<file path="src/rtl/crypto_pkg.sv">
// Shared types and round arithmetic for the crypto stream engine.
// The round helpers work on a wide container type and take the live block
// width as an argument, so any BLOCK_WIDTH up to MAX_WIDTH reuses them.
package crypto_pkg;

  typedef enum logic {MODE_ENC = 1'b0, MODE_DEC = 1'b1} crypto_mode_e;

  localparam int unsigned MAX_WIDTH = 256;

  typedef logic [MAX_WIDTH-1:0] wide_t;

  // All-ones over the low bw bits of the container.
  function automatic wide_t width_mask(input int unsigned bw);
    if (bw >= MAX_WIDTH) return '1;
    return (wide_t'(1) << bw) - wide_t'(1);
  endfunction

  // Rotate left by one bit within a bw-bit block.
  function automatic wide_t rotl1(input wide_t x, input int unsigned bw);
    wide_t xm;
    xm = x & width_mask(bw);
    return ((xm << 1) | (xm >> (bw - 1))) & width_mask(bw);
  endfunction

  // Rotate right by one bit within a bw-bit block.
  function automatic wide_t rotr1(input wide_t x, input int unsigned bw);
    wide_t xm;
    xm = x & width_mask(bw);
    return ((xm >> 1) | (xm << (bw - 1))) & width_mask(bw);
  endfunction

  // Round key r: base key with the round index folded into the top byte.
  function automatic wide_t round_key(input wide_t key, input int unsigned r,
                                      input int unsigned bw);
    return (key ^ (wide_t'(r) << (bw - 8))) & width_mask(bw);
  endfunction

  // One encrypt round: mix in the key, then rotate left.
  function automatic wide_t enc_round(input wide_t x, input wide_t rk,
                                      input int unsigned bw);
    return rotl1(x ^ rk, bw);
  endfunction

  // One decrypt round: undo the rotate, then remove the key.
  function automatic wide_t dec_round(input wide_t x, input wide_t rk,
                                      input int unsigned bw);
    return (rotr1(x, bw) ^ rk) & width_mask(bw);
  endfunction

endpackage

</file>
<file path="src/rtl/crypto_round_stage.sv">
// One pipeline stage of the crypto stream engine: a valid/data/mode register
// loaded with the result of this stage's encrypt or decrypt round.
// Decrypt stages use the round keys in reverse order so that a block
// encrypted through the whole pipe decrypts back through the same pipe.
module crypto_round_stage
  import crypto_pkg::*;
#(
  parameter int BLOCK_WIDTH = 32,
  parameter int STAGE_IDX   = 0,
  parameter int NUM_ROUNDS  = 8
) (
  input  logic                   clk,
  input  logic                   rst,
  input  logic [BLOCK_WIDTH-1:0] i_key,
  input  logic                   i_valid,
  input  logic [BLOCK_WIDTH-1:0] i_data,
  input  crypto_mode_e           i_mode,
  input  logic                   i_ready,
  output logic                   o_ready,
  output logic                   o_valid,
  output logic [BLOCK_WIDTH-1:0] o_data,
  output crypto_mode_e           o_mode
);

  localparam int unsigned ENC_ROUND = STAGE_IDX;
  localparam int unsigned DEC_ROUND = NUM_ROUNDS - 1 - STAGE_IDX;

  logic [BLOCK_WIDTH-1:0] w_enc_key;
  logic [BLOCK_WIDTH-1:0] w_dec_key;
  logic [BLOCK_WIDTH-1:0] w_next;
  logic                   r_valid;
  logic [BLOCK_WIDTH-1:0] r_data;
  crypto_mode_e           r_mode;

  assign w_enc_key = BLOCK_WIDTH'(round_key(wide_t'(i_key), ENC_ROUND, BLOCK_WIDTH));
  assign w_dec_key = BLOCK_WIDTH'(round_key(wide_t'(i_key), DEC_ROUND, BLOCK_WIDTH));

  // The stage can take a new block when it is empty or its block moves on.
  assign o_ready = !r_valid || i_ready;

  // Pick the round flavour from the mode that travels with the block.
  always_comb begin
    w_next = BLOCK_WIDTH'(enc_round(wide_t'(i_data), wide_t'(w_enc_key), BLOCK_WIDTH));
    if (i_mode == MODE_DEC) begin
      w_next = BLOCK_WIDTH'(dec_round(wide_t'(i_data), wide_t'(w_dec_key), BLOCK_WIDTH));
    end
  end

  // Advance when allowed; an empty upstream slot collapses into a bubble
  // while the payload is left untouched so stalled outputs stay stable.
  always_ff @(posedge clk) begin
    if (rst) begin
      r_valid <= 1'b0;
      r_data  <= '0;
      r_mode  <= MODE_ENC;
    end else if (o_ready) begin
      r_valid <= i_valid;
      if (i_valid) begin
        r_data <= w_next;
        r_mode <= i_mode;
      end
    end
  end

  assign o_valid = r_valid;
  assign o_data  = r_data;
  assign o_mode  = r_mode;

endmodule

</file>
<file path="src/rtl/crypto_stream_engine.sv">
// Fully pipelined block cipher lane: NUM_ROUNDS register stages, one round
// each, with valid/ready backpressure, per-block encrypt/decrypt mode and a
// runtime-loadable base key.
// Optional performance counters are built when CRYPTO_PERF_CNT_EN is
// defined; otherwise blocks_processed and cycles_elapsed are tied to 0.
module crypto_stream_engine
  import crypto_pkg::*;
#(
  parameter int                     BLOCK_WIDTH   = 32,
  parameter int                     NUM_ROUNDS    = 8,
  parameter logic [BLOCK_WIDTH-1:0] KEY_RESET     = BLOCK_WIDTH'(32'hDEADBEEF),
  parameter int                     COUNTER_WIDTH = 32
) (
  input  logic                     clk,
  input  logic                     rst,
  input  logic [BLOCK_WIDTH-1:0]   data_in,
  input  logic                     data_in_mode,
  input  logic                     data_in_valid,
  output logic                     data_in_ready,
  output logic [BLOCK_WIDTH-1:0]   data_out,
  output logic                     data_out_mode,
  output logic                     data_out_valid,
  input  logic                     data_out_ready,
  input  logic [BLOCK_WIDTH-1:0]   key_in,
  input  logic                     key_load,
  output logic                     key_load_err,
  output logic                     busy,
  output logic [COUNTER_WIDTH-1:0] blocks_processed,
  output logic [COUNTER_WIDTH-1:0] cycles_elapsed
);

  localparam int LAST = NUM_ROUNDS - 1;

  logic [BLOCK_WIDTH-1:0] r_key;
  logic                   r_key_err;
  logic [NUM_ROUNDS-1:0]  w_stage_valid;
  logic                   w_busy;

  // Each stage gets its neighbours through its own generate scope, which
  // keeps the ready chain as separate nets rather than one self-feeding vector.
  for (genvar i = 0; i < NUM_ROUNDS; i++) begin : g_stage
    logic                   w_in_valid;
    logic [BLOCK_WIDTH-1:0] w_in_data;
    crypto_mode_e           w_in_mode;
    logic                   w_dn_ready;
    logic                   w_rdy;
    logic                   w_valid;
    logic [BLOCK_WIDTH-1:0] w_data;
    crypto_mode_e           w_mode;

    if (i == 0) begin : g_head
      assign w_in_valid = data_in_valid;
      assign w_in_data  = data_in;
      assign w_in_mode  = crypto_mode_e'(data_in_mode);
    end else begin : g_link
      assign w_in_valid = g_stage[i-1].w_valid;
      assign w_in_data  = g_stage[i-1].w_data;
      assign w_in_mode  = g_stage[i-1].w_mode;
    end

    if (i == LAST) begin : g_tail
      assign w_dn_ready = data_out_ready;
    end else begin : g_body
      assign w_dn_ready = g_stage[i+1].w_rdy;
    end

    crypto_round_stage #(
      .BLOCK_WIDTH (BLOCK_WIDTH),
      .STAGE_IDX   (i),
      .NUM_ROUNDS  (NUM_ROUNDS)
    ) u_stage (
      .clk     (clk),
      .rst     (rst),
      .i_key   (r_key),
      .i_valid (w_in_valid),
      .i_data  (w_in_data),
      .i_mode  (w_in_mode),
      .i_ready (w_dn_ready),
      .o_ready (w_rdy),
      .o_valid (w_valid),
      .o_data  (w_data),
      .o_mode  (w_mode)
    );

    assign w_stage_valid[i] = w_valid;
  end

  assign data_in_ready  = g_stage[0].w_rdy;
  assign data_out_valid = g_stage[LAST].w_valid;
  assign data_out       = g_stage[LAST].w_data;
  assign data_out_mode  = logic'(g_stage[LAST].w_mode);

  assign w_busy       = |w_stage_valid;
  assign busy         = w_busy;
  assign key_load_err = r_key_err;

  // A key swap is only safe with the pipe empty and nothing arriving, so
  // every in-flight block sees one consistent schedule; otherwise flag it.
  always_ff @(posedge clk) begin
    if (rst) begin
      r_key     <= KEY_RESET;
      r_key_err <= 1'b0;
    end else begin
      r_key_err <= 1'b0;
      if (key_load) begin
        if (!w_busy && !data_in_valid) begin
          r_key <= key_in;
        end else begin
          r_key_err <= 1'b1;
        end
      end
    end
  end

`ifdef CRYPTO_PERF_CNT_EN
  logic [COUNTER_WIDTH-1:0] r_blocks;
  logic [COUNTER_WIDTH-1:0] r_cycles;
  logic                     r_started;
  logic                     w_in_hs;
  logic                     w_out_hs;

  assign w_in_hs  = data_in_valid && data_in_ready;
  assign w_out_hs = data_out_valid && data_out_ready;

  // Saturating counters; the cycle count includes the cycle of the first
  // accepted block, so it reads 1 right after that block is taken.
  always_ff @(posedge clk) begin
    if (rst) begin
      r_blocks  <= '0;
      r_cycles  <= '0;
      r_started <= 1'b0;
    end else begin
      if (w_in_hs) begin
        r_started <= 1'b1;
      end
      if (w_out_hs && (r_blocks != '1)) begin
        r_blocks <= r_blocks + COUNTER_WIDTH'(1);
      end
      if ((r_started || w_in_hs) && (r_cycles != '1)) begin
        r_cycles <= r_cycles + COUNTER_WIDTH'(1);
      end
    end
  end

  assign blocks_processed = r_blocks;
  assign cycles_elapsed   = r_cycles;
`else
  assign blocks_processed = '0;
  assign cycles_elapsed   = '0;
`endif

endmodule

</file>
<file path="config.mk">
export PLATFORM = sky130hd
export DESIGN_NAME = crypto_stream_engine
export DESIGN_NICKNAME = d
export VERILOG_FILES = /design/src/rtl/crypto_pkg.sv /design/src/rtl/crypto_round_stage.sv /design/src/rtl/crypto_stream_engine.sv
export SDC_FILE = /design/constraint.sdc
export NUM_CORES = 1
export LEC_CHECK = 0
export ABC_AREA = 1
export BUFFER_PORTS_ARGS = -buffer_cell sky130_fd_sc_hd__buf_2
export CAP_MARGIN = 20
export CORE_MARGIN = 2
export CORE_UTILIZATION = 30
export DETAILED_ROUTE_END_ITERATION = 10
export SYNTH_ARGS = -nofsm -noshare
export SYNTH_HDL_FRONTEND = slang
export SYNTH_SLANG_ARGS = --single-unit
</file>
<file path="constraint.sdc">
create_clock -name clk -period 1.9 [get_ports clk]
set_clock_uncertainty 0.05 [all_clocks]
set_input_delay 0.38 -clock clk [delete_from_list [all_inputs] [get_ports clk]]
set_output_delay 0.38 -clock clk [all_outputs]
set_load 0.05 [all_outputs]
</file>
==> results of run 1 <==
routing by layer:
metal | track usage [%] | routed length (um) | up-vias
li1 | - | - | 8181
met1 | 20.5 | 23900 | 6914
met2 | 23.1 | 20300 | 207
met3 | 1.83 | 1320 | 43
met4 | 3.28 | 644 | 0
met5 | 0 | 0 | -
logic make-up (layout without fill, tap and decap cells):
| family | Yosys count | count (layout) | synth area share [%] |
|---|---|---|---|
| flops | 305 | 305 | 32.8 |
| xor+xnor | 490 | 490 | 23.1 |
| compound gates | 549 | 549 | 16.9 |
| other cells | 1 | 64 | 0.0201 |
| simple gates | 772 | 772 | 16.8 |
| buf+inv | 423 | 427 | 10.4 |
worst min path at each step:
stage	start	to	slack [ps]	depth (start not counted)
after floorplan	g_stage[3].u_stage.o_valid	g_stage[4].u_stage.o_valid	390	2
after detailed placement	r_key[0]	r_key[0]	410	2
after CTS	key_in[10]	r_key[10]	2	3
after global routing	key_in[10]	r_key[10]	30	3
final	key_in[10]	r_key[10]	30	3
after global placement	g_stage[3].u_stage.o_valid	g_stage[4].u_stage.o_valid	400	2
through the flow:
| step | setup WS (ps) | setup TNS [ps] |
|---|---|---|
| 2_1_floorplan | 81.0 | 0 |
| 3_3_place_gp | 129 | 0 |
| 3_5_place_dp | 106 | 0 |
| 4_1_cts | -202 | -297 |
| 5_1_grt | -156 | -291 |
| 6_report | -87.3 | -112 |
worst register-to-register path, stage by stage (launching register included):
cell      delay, ps
dfxtp_4         360
inv_2            50
buf_4            90
nor2_1           40
buf_4           140
nor2_4          270
buf_12          270
o211ai_1        170
o211ai_1        100
inv_1            50
synth_stat cells, types with 3 or more instances:
library cell  number
a211oi_1          34
a21oi_1          203
buf_1             23
buf_2             84
buf_4             65
clkbuf_1         113
clkinv_1           3
dfxtp_1          305
inv_1            133
nand2_1          516
nand2_2            3
nand3_1          112
nand4_1           15
nor2_1           120
o211ai_1         126
o21ai_0          186
xnor2_1          257
xor2_1           233
state kept, by name (all words and copies together), names as in the netlist:
name                     cells
r_key                       32
g_stage.u_stage.o_valid      8
key_load_err                 1
g_stage.u_stage.o_mode       8
g_stage.u_stage.o_data     256
repair_timing:
item                                    in CTS  in global routing
pin swaps                                    3                  2
endpoints found under the setup margin       2                  4
hold endpoints to repair                    24                  0
hold buffers                                24                  0
resized for setup                           14                  4
buffers inserted                             3                  2
power by group through the flow:
stage / logic [W] / clock network, W / registers [W]
after detailed placement: 0.00273 / 0 / 0.00702
after CTS: 0.00278 / 0.00791 / 0.00688
after floorplan: 0.00225 / 0 / 0.00697
after global placement: 0.00271 / 0 / 0.00702
final: 0.00276 / 0.00773 / 0.00688
after global routing: 0.00310 / 0.00817 / 0.00692
final cells by class:
cell class                 instances  area (um2)
inverter                         138         520
timing repair buffer             221        1760
tap                              790         988
multi-input combinational       1875       10900
clock buffer                      57        1150
sequential                       305        6110
fill                            6559       39900
clock inverter                    11         191
==> impl_metrics.csv, run 1 <==
group,metric,value,unit
floorplan,ios,171,
clock_network,cts_buffers,38,
sta,fin_ws,-87.3,ps
route,first_iter_violations,595,
placed_design,portBuffers,106,
setup_path,reg2reg_depth,9,
route,drtAntennaViolNets,0,
clock_network,cts_tree,"built",
synthesis,ys_top_cells_by_area,"dfxtp_1 (33%), xnor2_1 (12%), xor2_1 (11%)",
synthesis,synth_top_area_share,32.8,%
finish,diodes,0,
sta,worst_pin_slew,689,ps
global_route,grt_pass1_wl,76.4,mm
placed_design,place_area,0.0199,mm2
floorplan,die_y,253,um
pwr,pwr-share-seq,39.6,%
placed_design,finalWeightedCongestion,0.757,
synthesis,synth_seq_cells,305,
floorplan,start_util,30.3,%
sta,rsz0062_at_grt,"true",
sta,finalCriticalPeriod,1990,ps
sta,hold_viol_final,0,
min_path,hold_path.class,"in2reg",
setup_path,criticalPathCategory,"reg2out",
pwr,peakVddDrop,0.434,mV
synthesis,syn_area,0.0186,mm2
global_route,grt_max_degree,101,
global_route,gr-total-overflow,0,
sta,slew_violations,0,
setup_path,cp_num_buf_inv,1,
setup_path,cpPeakStageDelay,370,ps
floorplan,die_area,0.0641,mm2
setup_path,path_cells,"nand4_4 -> nor3_4 -> nand4_4 -> buf_8",
sta,maxSlewHeadroom,54.1,%
setup_path,slowest_stage,"dfxtp_4",
finish,final_cells,3397,
placed_design,hpwl,33.1,mm
finish,layout_commonest_cell,"nand2_1",
pwr,intPower,0.0126,W
setup_path,required,1470,ps
global_route,grt_usage,14.4,%
job,drv_cap,0,
route,wl_per_cell,13.6,um
finish,fin_nets,2649,
finish,final_core_util,35.1,%
placed_design,placedCellCount,3300,
finish,drive_above_1_share,10.9,%
clock_network,clk_pin_slew,60,ps
synthesis,yosysWarnings,0,
pwr,power_density,805,mW/mm2
clock_network,htree_num_levels,2,
finish,area_growth,15.9,%
outcome,status,"finished, violations left",
global_route,first_global_vias,14643,
setup_path,cp_common_cell,"nand4_4",
synthesis,synth.lib_cells_used.distinct,24,
setup_path,cp-endpoint,"data_in_ready",
pwr,switching_share,27.5,%
sta,min_period_over_period,105,%
route,wl,46.2,mm
pwr,switching_power,0.00478,W
setup_path,arrival,1560,ps
synthesis,synth-main-ff-cell,"dfxtp_1",
global_route,antenna_found_initial,0,
pwr,clock_power_share,44.5,%
finish,most-common-layout-cells,"nand2_1 (514), dfxtp_1 (302), xnor2_1 (257)",
setup_path,r2r_end,"g_stage[7].u_stage.o_data[27]",
pwr,leakage,8.86,nW
pwr,comb_power_share,15.9,%
setup_path,critPathLaunchType,"flop",
setup_path,reg2reg_from,"g_stage[7].u_stage.o_valid",
route,vias_per_cell,4.52,
synthesis,synth_top_cell_by_area,"dfxtp_1",
synthesis,synthArstFlopShare,0,%
pwr,p_total,0.0174,W
floorplan,core_area,0.0615,mm2
route,dr.pass1.iters,5,
sta,whs,25.6,ps
clock_network,clkSinkCount,305,
sta,fmax,0.503,GHz
synthesis,synth-edff-count,0,
setup_path,crit_fanout,3,
clock_network,insertion_delay,550,ps
synthesis,yosysSeqAreaShare,32.8,%
setup_path,endpoint_kind,"primary output",
setup_path,cp-startpoint,"g_stage[7].u_stage.o_valid",
setup_path,regToRegSetupSlack,220,ps
setup_path,path_depth,4,
clock_network,cts_root_buf,"clkbuf_16",
synthesis,syn-instance-count,2540,
route,routed-via-count,15345,
route,drc_errors,0,
outcome,violations,"negative setup slack",
sta,finalSetupViolCount,2,
floorplan,die_x,253,um
floorplan,fp-row-count,91,
synthesis,syn_area_per_cell,7.33,um2
setup_path,cp_top_family,"simple AND/OR/NAND/NOR gates",
clock_network,clockBufferDepth,3,
finish,final_cell_area,0.0216,mm2
No activity file was read; power rests on OpenSTA's default activity.
==> run 2, diff against run 1 <==
REMOVE_ABC_BUFFERS = 1   (was not set)
==> run 2 against run 1 <==
Compared with the run above: the run still ends with negative setup slack left; maximum frequency fell by 3.6%; via count rose by 0.60%; wire length barely moved; register-to-register slack got worse by 60 ps; flip-flop and latch count did not move; worst hold slack got worse by 13 ps; global-route usage fell by 0.075 points; largest power group is now sequential cells.
==> impl_metrics.csv, run 2 (synthesized netlist as in run 1, its figures left out) <==
group,metric,value,unit
setup_path,endpoint_kind,"primary output",
global_route,first_global_vias,14589,
outcome,status,"finished, violations left",
setup_path,arrival,1630,ps
outcome,violations,"negative setup slack",
placed_design,portBuffers,106,
setup_path,cp_num_buf_inv,1,
pwr,power_density,766,mW/mm2
route,drtAntennaViolNets,0,
finish,drive_above_1_share,11.2,%
finish,final_cells,3391,
floorplan,die_area,0.0641,mm2
route,wl,46.1,mm
finish,area_growth,14.8,%
clock_network,cts_root_buf,"clkbuf_16",
finish,final_cell_area,0.0214,mm2
global_route,gr-total-overflow,0,
global_route,grt_usage,14.3,%
pwr,leakage,8.77,nW
sta,rsz0062_at_grt,"true",
placed_design,finalWeightedCongestion,0.772,
sta,fin_ws,-163,ps
floorplan,ios,171,
setup_path,criticalPathCategory,"reg2out",
finish,diodes,0,
sta,finalSetupViolCount,2,
sta,whs,12.4,ps
setup_path,required,1470,ps
finish,fin_nets,2648,
clock_network,clk_pin_slew,60,ps
min_path,hold_path.class,"in2reg",
placed_design,placedCellCount,3308,
global_route,grt_max_degree,67,
clock_network,cts_tree,"built",
pwr,peakVddDrop,0.473,mV
sta,hold_viol_final,0,
clock_network,insertion_delay,540,ps
floorplan,start_util,30.3,%
floorplan,die_y,253,um
clock_network,clockBufferDepth,3,
finish,layout_commonest_cell,"nand2_1",
floorplan,fp-row-count,91,
sta,fmax,0.485,GHz
floorplan,core_area,0.0615,mm2
floorplan,die_x,253,um
route,dr.pass1.iters,7,
placed_design,place_area,0.0199,mm2
setup_path,critPathLaunchType,"flop",
sta,finalCriticalPeriod,2060,ps
setup_path,path_cells,"nand4_4 -> nor3_4 -> nand4_4 -> buf_8",
setup_path,cpPeakStageDelay,360,ps
global_route,grt_pass1_wl,75.7,mm
sta,min_period_over_period,109,%
setup_path,cp_common_cell,"nand4_4",
setup_path,cp_top_family,"simple AND/OR/NAND/NOR gates",
route,routed-via-count,15437,
sta,slew_violations,0,
setup_path,crit_fanout,2,
clock_network,clkSinkCount,305,
sta,setup_tns,-249,ps
clock_network,cts_buffers,37,
route,wl_per_cell,13.6,um
route,drc_errors,0,
job,drv_cap,0,
finish,largest_reg_flops,256,
setup_path,slowest_stage,"dfxtp_4",
route,vias_per_cell,4.55,
clock_network,htree_num_levels,2,
placed_design,hpwl,33.2,mm
route,first_iter_violations,982,
finish,most-common-layout-cells,"nand2_1 (514), dfxtp_1 (301), xnor2_1 (257)",
global_route,antenna_found_initial,4,
run 2: cell count changes in the layout (fill, tap and decap cells not counted), sizes merged:
cell         change
clkinvlp         +1
clkbuf           -6
dlygate4sd3      -8
buf              +8
clkinv           +4
bufinv           -5
run 2: cell type report:
cell class	instances	area, um2
inverters	138	523
well taps	790	988
repair buffers	221	1730
flip-flops and latches	305	6110
clock inverters	11	61.3
clock buffers	51	1090
multi-input cells	1875	10900
fillers	6561	40100
run 2: final timing paths:
kind	start	to	slack (ps)	cells after the start
max	g_stage[7].u_stage.o_valid	data_in_ready	-160	4
min	key_in[10]	r_key[10]	10	3
max reg2reg	g_stage[7].u_stage.o_valid	g_stage[1].u_stage.o_data[25]	160	10
min reg2reg	g_stage[6].u_stage.o_mode	g_stage[6].u_stage.o_mode	430	2
run 2: routing by layer:
layer / GRT usage [%] / wire, um / up-vias
met2: 23.4 / 20700 / 181
met4: 3.06 / 795 / 8
li1: - / - / 8163
met5: 0 / 43 / -
met1: 19.5 / 22800 / 7027
met3: 2.88 / 1750 / 58
run 2: per-stage QoR:
step	total power, W	setup WS (ps)	utilization [%]
2_1_floorplan	0.00895	-1700	-
3_3_place_gp	0.00971	-42.7	32.4
3_5_place_dp	0.00974	-55.9	32.4
4_1_cts	0.0166	-333	34.7
5_1_grt	0.0172	-268	34.7
6_report	0.0164	-163	34.7
run 2: worst register-to-register path, cell delays in order, from the launching register on:
cell	delay, ps
dfxtp_4	360
nand4_4	120
nor3_4	210
buf_4	170
buf_4	120
nand3_2	120
nand2_2	150
buf_12	160
nand2_1	60
nand2_1	50
nor2_1	40
run 2: repair_timing:
action | in CTS | in global routing
hold buffers | 16 | 0
pin swaps | 4 | 3
buffers inserted | 6 | 0
endpoints found under the hold margin | 16 | 0
endpoints found under the setup margin | 2 | 94
gates resized for setup | 13 | 13
run 2: report_power, final:
part / total (W) / internal [W] / switching, W
Clock: 0.00675 / 0.00398 / 0.00277
Combinational: 0.00274 / 0.00108 / 0.00166
Sequential: 0.00688 / 0.00664 / 0.000237
